==> src/rtl/cart_bus_initiator_if.sv <==
// Cartridge bus bundle: CPU/PPU request side plus PRG/CHR mapper side.
// req is taken only while busy=0; ack is a one-cycle completion pulse; busy drops after the ack cycle.
interface cart_bus_initiator_if;
  logic        cpu_req_in;
  logic        cpu_we_in;
  logic [15:0] cpu_addr_in;
  logic [7:0]  cpu_wdata_in;
  logic        cpu_busy_out;
  logic        cpu_ack_out;
  logic [7:0]  cpu_rdata_out;
  logic        prg_timeout_out;

  logic        ppu_req_in;
  logic        ppu_we_in;
  logic [13:0] ppu_addr_in;
  logic [7:0]  ppu_wdata_in;
  logic        ppu_busy_out;
  logic        ppu_ack_out;
  logic [7:0]  ppu_rdata_out;
  logic        chr_timeout_out;

  logic        prg_read_out;
  logic        prg_write_out;
  logic [15:0] prg_address_out;
  logic [7:0]  prg_data_out;
  logic        prg_data_en_in;
  logic [7:0]  prg_data_in;

  logic        chr_read_out;
  logic        chr_write_out;
  logic [13:0] chr_address_out;
  logic [7:0]  chr_data_out;
  logic        chr_data_en_in;
  logic [7:0]  chr_data_in;

  modport master (
    input  cpu_req_in, cpu_we_in, cpu_addr_in, cpu_wdata_in,
    output cpu_busy_out, cpu_ack_out, cpu_rdata_out, prg_timeout_out,
    input  ppu_req_in, ppu_we_in, ppu_addr_in, ppu_wdata_in,
    output ppu_busy_out, ppu_ack_out, ppu_rdata_out, chr_timeout_out,
    output prg_read_out, prg_write_out, prg_address_out, prg_data_out,
    input  prg_data_en_in, prg_data_in,
    output chr_read_out, chr_write_out, chr_address_out, chr_data_out,
    input  chr_data_en_in, chr_data_in
  );

  modport slave (
    output cpu_req_in, cpu_we_in, cpu_addr_in, cpu_wdata_in,
    input  cpu_busy_out, cpu_ack_out, cpu_rdata_out, prg_timeout_out,
    output ppu_req_in, ppu_we_in, ppu_addr_in, ppu_wdata_in,
    input  ppu_busy_out, ppu_ack_out, ppu_rdata_out, chr_timeout_out,
    input  prg_read_out, prg_write_out, prg_address_out, prg_data_out,
    output prg_data_en_in, prg_data_in,
    input  chr_read_out, chr_write_out, chr_address_out, chr_data_out,
    output chr_data_en_in, chr_data_in
  );
endinterface

==> src/rtl/cart_bus_initiator.sv <==
// Console-side PRG/CHR bus initiator: two independent single-transaction channels
// that strobe the mapper, wait for its data-enable, and fall back to open bus on timeout.
module cart_bus_channel #(
  parameter int ADDR_W         = 16,
  parameter int TIMEOUT_CYCLES = 4,
  parameter bit OPEN_BUS_EN    = 1'b1
) (
  input  logic              clk,
  input  logic              rst_n,
  input  logic              req,
  input  logic              we,
  input  logic [ADDR_W-1:0] req_addr,
  input  logic [7:0]        req_wdata,
  output logic              busy,
  output logic              ack,
  output logic [7:0]        rdata,
  output logic              timeout,
  output logic              rd_strobe,
  output logic              wr_strobe,
  output logic [ADDR_W-1:0] address,
  output logic [7:0]        data_out,
  input  logic              data_en,
  input  logic [7:0]        data_in,
  output logic [1:0]        state_dbg
);

  typedef enum logic [1:0] {IDLE = 2'd0, READ = 2'd1, WRITE = 2'd2, DONE = 2'd3} state_t;

  state_t     state;
  logic [3:0] cnt;
  logic [7:0] open_bus;

  assign state_dbg = state;

  always_ff @(posedge clk or negedge rst_n) begin
    if (!rst_n) begin
      state     <= IDLE;
      cnt       <= 4'd0;
      open_bus  <= 8'h00;
      busy      <= 1'b0;
      ack       <= 1'b0;
      rdata     <= 8'h00;
      timeout   <= 1'b0;
      rd_strobe <= 1'b0;
      wr_strobe <= 1'b0;
      address   <= '0;
      data_out  <= 8'h00;
    end else begin
      ack     <= 1'b0;
      timeout <= 1'b0;
      case (state)
        IDLE: begin
          if (req) begin
            address <= req_addr;
            busy    <= 1'b1;
            cnt     <= 4'd0;
            if (we) begin
              data_out  <= req_wdata;
              wr_strobe <= 1'b1;
              state     <= WRITE;
            end else begin
              rd_strobe <= 1'b1;
              state     <= READ;
            end
          end
        end
        READ: begin
          // A data-enable on the terminal cycle still wins over the timeout.
          if (data_en) begin
            rdata     <= data_in;
            open_bus  <= data_in;
            rd_strobe <= 1'b0;
            ack       <= 1'b1;
            state     <= DONE;
          end else if (cnt == 4'(TIMEOUT_CYCLES - 1)) begin
            rdata     <= OPEN_BUS_EN ? open_bus : 8'h00;
            timeout   <= 1'b1;
            rd_strobe <= 1'b0;
            ack       <= 1'b1;
            state     <= DONE;
          end else begin
            cnt <= cnt + 4'd1;
          end
        end
        WRITE: begin
          open_bus  <= data_out;
          wr_strobe <= 1'b0;
          ack       <= 1'b1;
          state     <= DONE;
        end
        DONE: begin
          busy  <= 1'b0;
          state <= IDLE;
        end
        default: state <= IDLE;
      endcase
    end
  end

endmodule

module cart_bus_initiator #(
  parameter int TIMEOUT_CYCLES  = 4,
  parameter bit CHR_OPEN_BUS_EN = 1'b1
) (
  input  logic                 cart_clk_in,
  input  logic                 reset_n_in,
  cart_bus_initiator_if.master bus,
  output logic [1:0]           prg_state,
  output logic [1:0]           chr_state
);

  cart_bus_channel #(
    .ADDR_W(16), .TIMEOUT_CYCLES(TIMEOUT_CYCLES), .OPEN_BUS_EN(1'b1)
  ) u_prg (
    .clk       (cart_clk_in),
    .rst_n     (reset_n_in),
    .req       (bus.cpu_req_in),
    .we        (bus.cpu_we_in),
    .req_addr  (bus.cpu_addr_in),
    .req_wdata (bus.cpu_wdata_in),
    .busy      (bus.cpu_busy_out),
    .ack       (bus.cpu_ack_out),
    .rdata     (bus.cpu_rdata_out),
    .timeout   (bus.prg_timeout_out),
    .rd_strobe (bus.prg_read_out),
    .wr_strobe (bus.prg_write_out),
    .address   (bus.prg_address_out),
    .data_out  (bus.prg_data_out),
    .data_en   (bus.prg_data_en_in),
    .data_in   (bus.prg_data_in),
    .state_dbg (prg_state)
  );

  cart_bus_channel #(
    .ADDR_W(14), .TIMEOUT_CYCLES(TIMEOUT_CYCLES), .OPEN_BUS_EN(CHR_OPEN_BUS_EN)
  ) u_chr (
    .clk       (cart_clk_in),
    .rst_n     (reset_n_in),
    .req       (bus.ppu_req_in),
    .we        (bus.ppu_we_in),
    .req_addr  (bus.ppu_addr_in),
    .req_wdata (bus.ppu_wdata_in),
    .busy      (bus.ppu_busy_out),
    .ack       (bus.ppu_ack_out),
    .rdata     (bus.ppu_rdata_out),
    .timeout   (bus.chr_timeout_out),
    .rd_strobe (bus.chr_read_out),
    .wr_strobe (bus.chr_write_out),
    .address   (bus.chr_address_out),
    .data_out  (bus.chr_data_out),
    .data_en   (bus.chr_data_en_in),
    .data_in   (bus.chr_data_in),
    .state_dbg (chr_state)
  );

endmodule

==> src/flat_wrapper.sv <==
// flat-port wrapper written by rule: the top's interface ports become plain ports
module cart_bus_initiator_flat 
#(
  parameter int TIMEOUT_CYCLES  = 4,
  parameter bit CHR_OPEN_BUS_EN = 1'b1
)
  (cart_clk_in, reset_n_in, prg_state, chr_state, bus_cpu_req_in, bus_cpu_we_in, bus_cpu_addr_in, bus_cpu_wdata_in, bus_cpu_busy_out, bus_cpu_ack_out, bus_cpu_rdata_out, bus_prg_timeout_out, bus_ppu_req_in, bus_ppu_we_in, bus_ppu_addr_in, bus_ppu_wdata_in, bus_ppu_busy_out, bus_ppu_ack_out, bus_ppu_rdata_out, bus_chr_timeout_out, bus_prg_read_out, bus_prg_write_out, bus_prg_address_out, bus_prg_data_out, bus_prg_data_en_in, bus_prg_data_in, bus_chr_read_out, bus_chr_write_out, bus_chr_address_out, bus_chr_data_out, bus_chr_data_en_in, bus_chr_data_in);
  cart_bus_initiator_if bus_i ();
  input  logic cart_clk_in;
  input  logic reset_n_in;
  output logic [1:0] prg_state;
  output logic [1:0] chr_state;
  input wire logic [$bits(bus_i.cpu_req_in)-1:0] bus_cpu_req_in;
  input wire logic [$bits(bus_i.cpu_we_in)-1:0] bus_cpu_we_in;
  input wire logic [$bits(bus_i.cpu_addr_in)-1:0] bus_cpu_addr_in;
  input wire logic [$bits(bus_i.cpu_wdata_in)-1:0] bus_cpu_wdata_in;
  output wire logic [$bits(bus_i.cpu_busy_out)-1:0] bus_cpu_busy_out;
  output wire logic [$bits(bus_i.cpu_ack_out)-1:0] bus_cpu_ack_out;
  output wire logic [$bits(bus_i.cpu_rdata_out)-1:0] bus_cpu_rdata_out;
  output wire logic [$bits(bus_i.prg_timeout_out)-1:0] bus_prg_timeout_out;
  input wire logic [$bits(bus_i.ppu_req_in)-1:0] bus_ppu_req_in;
  input wire logic [$bits(bus_i.ppu_we_in)-1:0] bus_ppu_we_in;
  input wire logic [$bits(bus_i.ppu_addr_in)-1:0] bus_ppu_addr_in;
  input wire logic [$bits(bus_i.ppu_wdata_in)-1:0] bus_ppu_wdata_in;
  output wire logic [$bits(bus_i.ppu_busy_out)-1:0] bus_ppu_busy_out;
  output wire logic [$bits(bus_i.ppu_ack_out)-1:0] bus_ppu_ack_out;
  output wire logic [$bits(bus_i.ppu_rdata_out)-1:0] bus_ppu_rdata_out;
  output wire logic [$bits(bus_i.chr_timeout_out)-1:0] bus_chr_timeout_out;
  output wire logic [$bits(bus_i.prg_read_out)-1:0] bus_prg_read_out;
  output wire logic [$bits(bus_i.prg_write_out)-1:0] bus_prg_write_out;
  output wire logic [$bits(bus_i.prg_address_out)-1:0] bus_prg_address_out;
  output wire logic [$bits(bus_i.prg_data_out)-1:0] bus_prg_data_out;
  input wire logic [$bits(bus_i.prg_data_en_in)-1:0] bus_prg_data_en_in;
  input wire logic [$bits(bus_i.prg_data_in)-1:0] bus_prg_data_in;
  output wire logic [$bits(bus_i.chr_read_out)-1:0] bus_chr_read_out;
  output wire logic [$bits(bus_i.chr_write_out)-1:0] bus_chr_write_out;
  output wire logic [$bits(bus_i.chr_address_out)-1:0] bus_chr_address_out;
  output wire logic [$bits(bus_i.chr_data_out)-1:0] bus_chr_data_out;
  input wire logic [$bits(bus_i.chr_data_en_in)-1:0] bus_chr_data_en_in;
  input wire logic [$bits(bus_i.chr_data_in)-1:0] bus_chr_data_in;
  assign bus_i.cpu_req_in = bus_cpu_req_in;
  assign bus_i.cpu_we_in = bus_cpu_we_in;
  assign bus_i.cpu_addr_in = bus_cpu_addr_in;
  assign bus_i.cpu_wdata_in = bus_cpu_wdata_in;
  assign bus_cpu_busy_out = bus_i.cpu_busy_out;
  assign bus_cpu_ack_out = bus_i.cpu_ack_out;
  assign bus_cpu_rdata_out = bus_i.cpu_rdata_out;
  assign bus_prg_timeout_out = bus_i.prg_timeout_out;
  assign bus_i.ppu_req_in = bus_ppu_req_in;
  assign bus_i.ppu_we_in = bus_ppu_we_in;
  assign bus_i.ppu_addr_in = bus_ppu_addr_in;
  assign bus_i.ppu_wdata_in = bus_ppu_wdata_in;
  assign bus_ppu_busy_out = bus_i.ppu_busy_out;
  assign bus_ppu_ack_out = bus_i.ppu_ack_out;
  assign bus_ppu_rdata_out = bus_i.ppu_rdata_out;
  assign bus_chr_timeout_out = bus_i.chr_timeout_out;
  assign bus_prg_read_out = bus_i.prg_read_out;
  assign bus_prg_write_out = bus_i.prg_write_out;
  assign bus_prg_address_out = bus_i.prg_address_out;
  assign bus_prg_data_out = bus_i.prg_data_out;
  assign bus_i.prg_data_en_in = bus_prg_data_en_in;
  assign bus_i.prg_data_in = bus_prg_data_in;
  assign bus_chr_read_out = bus_i.chr_read_out;
  assign bus_chr_write_out = bus_i.chr_write_out;
  assign bus_chr_address_out = bus_i.chr_address_out;
  assign bus_chr_data_out = bus_i.chr_data_out;
  assign bus_i.chr_data_en_in = bus_chr_data_en_in;
  assign bus_i.chr_data_in = bus_chr_data_in;
  cart_bus_initiator #(.TIMEOUT_CYCLES(TIMEOUT_CYCLES), .CHR_OPEN_BUS_EN(CHR_OPEN_BUS_EN)) u_core (.cart_clk_in(cart_clk_in), .reset_n_in(reset_n_in), .bus(bus_i), .prg_state(prg_state), .chr_state(chr_state));
endmodule
==> config.mk <==
export PLATFORM = sky130hd
export DESIGN_NAME = cart_bus_initiator_flat
export DESIGN_NICKNAME = d
export VERILOG_FILES = /design/src/rtl/cart_bus_initiator_if.sv /design/src/rtl/cart_bus_initiator.sv /design/src/flat_wrapper.sv
export SDC_FILE = /design/constraint.sdc
export NUM_CORES = 1
export LEC_CHECK = 0
export ABC_AREA = 1
export ABC_CLOCK_PERIOD_IN_PS = 1200
export CAP_MARGIN = 20
export CORE_MARGIN = 3
export CORE_UTILIZATION = 30
export CTS_CLUSTER_DIAMETER = 150
export DETAILED_ROUTE_END_ITERATION = 12
export PLACE_DENSITY = 0.67
export SYNTH_ARGS = -nofsm -noshare
export SYNTH_HDL_FRONTEND = slang
export SYNTH_HIERARCHICAL = 1
export SYNTH_SLANG_ARGS = --single-unit
==> constraint.sdc <==
create_clock -name cart_clk_in -period 1.2 [get_ports cart_clk_in]
set_input_delay 0.12 -clock cart_clk_in [delete_from_list [all_inputs] [get_ports cart_clk_in]]
set_output_delay 0.12 -clock cart_clk_in [all_outputs]
set_load 0.02 [all_outputs]
Yosys cells after proc, flatten, opt, wreduce, memory -nomap -nowiden. Cells that the tools add are included.

Bits of input ports: 70. Word-level logic and storage cells: 132. Register bits: 100.

Multiplexer cells: 56. Eq/ne operators: 22. $add $sub $neg: 2. Reductions and logical operators: 30.

Operators with widths (count): $mux W8 (6); $pmux W8 S2 (2); $mux W4 (6); $ne A2 B2 Y1 const B (12); $mux W1 (22); $reduce_and A2 Y1 (10); $reduce_bool A2 Y1 (10); $mux W2 (8); $pmux W1 S2 (8); $pmux W2 S4 (2); $pmux W4 S2 (2); $reduce_and A4 Y1 (4); $reduce_and A3 Y1 (4); $add A4 B1 Y4 const B (2); $eq A2 B2 Y1 const B (4); $eq A4 B2 Y1 const B (2); $ne A3 B3 Y1 const B (2); $eq A2 B1 Y1 const B (2); $logic_not A2 Y1 (2).

Depth between registers and ports, before layout. Gate-level depths: netlist (run 1).

Depth after elaboration: 4. Depth in mapped cells: 10.

Hierarchy. The synthesis (run 1) kept the hierarchy.

By module, submodules not included: cart_bus_channel at u_core.u_prg (cells an instance 274, instances 1, area each 2374.8 um^2); cart_bus_channel at u_core.u_chr (cells an instance 270, instances 1, area each 2347.3 um^2).

Worst setup path after synthesis (run 1). No wires, ideal clock.

Path type: register -> register. Start point: register u_core.u_chr.state[0], in the netlist u_core/u_chr/state_dbg[0]. End point: register u_core.u_chr.open_bus[0]. Path buffers: 2. Arrival: 1.361 ns. Data required time: 1.075 ns. Stages on the path, launching flop included: 7. Clock period less this slack: 1.486 ns. Slack: -0.286 ns. Cell sequence: dfrtp_1 -> inv_1 -> ha_1 -> buf_2 -> buf_2 -> o211ai_1 -> o21ai_2.

Longest elaborated chain between the ends: 3. Elaborated cells between the ends (all ways): 6.

RTL lines: start: declaration (line cart_bus_initiator.sv:29) `state_t state;`; start signal: assignment (line cart_bus_initiator.sv:37) `state <= IDLE;`; start signal: assignment (line cart_bus_initiator.sv:60) `state <= WRITE;`; start signal: assignment (line cart_bus_initiator.sv:63) `state <= READ;`; $eq A2 B1 Y1 or $eq A2 B2 Y1 (tied branches) (line cart_bus_initiator.sv:51) `case (state)`; $ne A2 B2 Y1 (no line) or $reduce_bool A2 Y1 (tied branches); $reduce_and A2 Y1 (no line); end signal: assignment (line cart_bus_initiator.sv:71) `open_bus <= data_in;`; end signal: assignment (line cart_bus_initiator.sv:86) `open_bus <= data_out;`; end: declaration (line cart_bus_initiator.sv:31) `logic [7:0] open_bus;`.

Several ways; a longest one is shown, not always the timed one. A chain may end at the register's enable or synchronous reset.

Worst setup path after layout (run 1).
Start point: register u_core.u_chr.state[1], in the netlist u_core/u_chr/state_dbg[1]. End point: register u_core.u_chr.open_bus[7].

The elaborated chain is that of the path after synthesis.

==> results of run 1 <==
[logic make-up (layout without fill, tap and decap cells)]
group / after synthesis / in the layout / synth area share (%)
compound gates: 78 / 78 / 10.89
xor+xnor: 2 / 2 / 0.3710
fa+ha+maj: 10 / 10 / 2.650
buf+inv: 78 / 279 / 8.135
flops: 100 / 100 / 52.99
simple gates: 276 / 281 / 24.96
[critical path: stages, from the launching register on]
cell and delay [ns]:
dfrtp_2 0.44, buf_4 0.15, ha_4 0.21, buf_12 0.15, o211ai_1 0.21, o21ai_2 0.09
[cells in the final DEF (no fill, tap or decap), types with 5 or more instances in the layout]
master and count:
dlygate4sd2_1 16, inv_4 5, buf_4 26, clkdlybuf4s15_1 49
ha_4 6, buf_12 10, nand2_2 32, inv_1 46
nor2_4 6, dfrtp_1 96, clkbuf_2 7, o21ai_0 8
nand2_8 11, clkdlybuf4s50_1 68, nand2_1 189, clkbuf_16 11
o211ai_1 20, o21ai_1 28, nand3_2 10, nand2_4 14
buf_6 19, o21ai_2 16
[sequential cells by signal (all words and copies together) (netlist names), 4 cells and up]
| register | flops |
|---|---|
| u_core/u_prg/address | 16 |
| u_core/u_chr/address | 14 |
| u_core/u_chr/data_out | 8 |
| u_core/u_chr/open_bus | 8 |
| u_core/u_chr/rdata | 8 |
| u_core/u_prg/data_out | 8 |
| u_core/u_prg/open_bus | 8 |
| u_core/u_prg/rdata | 8 |
| u_core/u_chr/cnt | 4 |
| u_core/u_prg/cnt | 4 |
[layer usage]
metal | global-route usage [%] | wire length, µm
met4 | 5.251 | 205
met3 | 3.369 | 610
met5 | 0 | 0
met1 | 19.00 | 5737
met2 | 22.58 | 5972
[per-stage QoR]
stage / hold WS [ns] / setup slack [ns]
2_1_floorplan: -0.1756 / -0.1607
3_3_place_gp: 0.04871 / -0.1747
3_5_place_dp: 0.04840 / -0.2002
4_1_cts: 0.2244 / -0.1654
5_1_grt: 0.2440 / -0.2157
6_report: 0.2250 / -0.1729
[final timing paths]
path,startpoint,to,depth (start not counted)
setup / recovery,u_core/u_chr/state_dbg[1],u_core/u_chr/open_bus[7],5
hold / removal,reset_n_in,u_core/u_prg/data_out[4],2
setup reg to reg,u_core/u_chr/state_dbg[1],u_core/u_chr/open_bus[7],5
hold reg to reg,u_core/u_prg/address[14],u_core/u_prg/address[14],2
max in group asynchronous,reset_n_in,u_core/u_chr/state_dbg[1],3
min in group cart_clk_in,bus_ppu_addr_in[9],u_core/u_chr/address[9],3
[area by class of cell]
class	instances	area [µm²]
clock inverter	6	41.29
sequential	100	2507
multi-input combinational	371	2381
tap	211	264.0
inverter	59	256.5
timing repair buffer	203	2103
timing repair inverter	1	16.27
clock buffer	10	229.0
fill	1421	7516
[power by group through the flow]
| stage | clock network (W) | logic [W] | registers, W |
|---|---|---|---|
| after floorplan | 0 | 0.00445 | 0.00718 |
| after global placement | 0 | 0.00981 | 0.00572 |
| after detailed placement | 0 | 0.00987 | 0.00574 |
| after CTS | 0.00281 | 0.0104 | 0.00567 |
| after global routing | 0.00293 | 0.0125 | 0.00593 |
| final | 0.00270 | 0.0115 | 0.00574 |
[what timing repair did]
action                     in CTS  in global routing
hold buffers                    1                  0
hold endpoints to repair       37                  0
gates resized for setup       156                144
setup endpoints to repair     173                146
setup buffers                   9                  3
gates cloned                    7                  2
pin swaps                      19                 48
==> flow_summary.yaml, run 1 <==
drt:
  first_pass_iters: 4
  wl_per_cell_um: 13.03
  vias_per_cell: 4.345
  drt_iter0_markers: 144
  drc_errors: 0
  antenna_left: 0
  vias: 4176
  routed_wl_um: 12530
power:
  p_int_w: 0.01142
  ir_worst_vdd_mv: 1.234
  switchingPower_w: 0.008495
  cellPowerDensity_nw_per_um2: 2553
  p_total_w: 0.01991
  switching_share_pct: 42.66
  power_frac_clock_pct: 13.5
  p_comb_share_pct: 57.6
  p_leak_nw: 3.734
  p_seq_share_pct: 28.8
critical_path:
  required_ns: 1.42
  end_kind: "flip-flop"
  cp.arrival_ns: 1.60
  crit_path_max_fanout: 9
  cp-start-kind: "flip-flop"
  rrSetupSlack_ns: -0.17
  critical_path_class: "flip-flop to flip-flop"
global_route:
  grt_pass1_wl_um: 20350
  antenna_found_initial: 0
  grt_max_degree: 43
  overflow: 0
  grt_pass1_vias: 4076
  grt_use_total_pct: 14.24
die:
  io_pins: 146
  initial_core_util_pct: 30.83
  core_um2: 15310
  die-area_um2: 17280
  chipWidth_um: 131.5
  core.rowCount: 45
  die_y_um: 131.5
logic_synthesis:
  yosysMostFrequentCell: "nand2_1"
  yosys.area.top_type_share_pct: 52.99
  synth_area_per_cell_um2: 8.680
  synth_edf_count: 0
  yosysUniqueCellTypes: 31
  synth_cells: 544
  synthTopCellsByArea: "dfrtp_1, nand2_1, inv_1"
  synth_warnings: 6
  synthFlopType: "dfrtp_1"
  netlist_top_cells_count: "nand2_1, dfrtp_1, inv_1"
  synth_area_um2: 4722
  async_flop_share_pct: 100.0
  seq_area_frac_synth_pct: 52.99
  yosys.area.top_type: "dfrtp_1"
  synth_nets: 624
  synth-seq-cells: 100
cts:
  clock_latency_ns: 0.35
  clock-sinks: 100
  cts-buffers-inserted: 9
  h-tree-depth: 3
  cts.path.max_buffers: 2
  cts_tree: "built"
  clk_pin_slew_worst_paths_ns: 0.07
  root_buffer: "clkbuf_16"
placement:
  globalplace.congestion: 0.7589
  numPortBuffers: 145
  placed_cell_area_um2: 6784
  hpwl_um: 8312
  dp_cells: 923
sta:
  rsz0062_at_grt: "yes"
  post-route-min-period_ns: 1.373
  setup_ws_ns: -0.1729
  tns_ns: -7.430
  slew_viol_final: 0
  hold_viol: 0
  fmax_ghz: 0.7284
  worst_pin_slew_ns: 0.4277
  fin_skew_ns: 0.004890
  slew_headroom_pct: 71.40
  finalCritPeriodShare_pct: 114.4
  report.final.setup_viol: 97
finish:
  post-route-util_pct: 50.92
  drive_gt1_share_pct: 28.13
  final_area_um2: 7799
  instances_no_fill: 961
  nets: 825
  area_delta_synth_final_pct: 65.16
  antenna_cells: 0
outcome:
  violations: "setup timing"
  status: "finished with violations"
flow_run:
  cap_violations: 0
hold_path:
  min_path_type: "primary input to async pin"
(Power assumes the default switching activity.)
==> run 2, diff against run 1 <==
--- a/config.mk
+++ b/config.mk
@@ -6,7 +6,6 @@
 export NUM_CORES = 1
 export LEC_CHECK = 0
 export ABC_AREA = 1
-export ABC_CLOCK_PERIOD_IN_PS = 1200
 export CAP_MARGIN = 20
 export CORE_MARGIN = 3
 export CORE_UTILIZATION = 30
==> results of run 2 <==
Same layout as run 1: the final DEF is identical, and so are final timing and power.
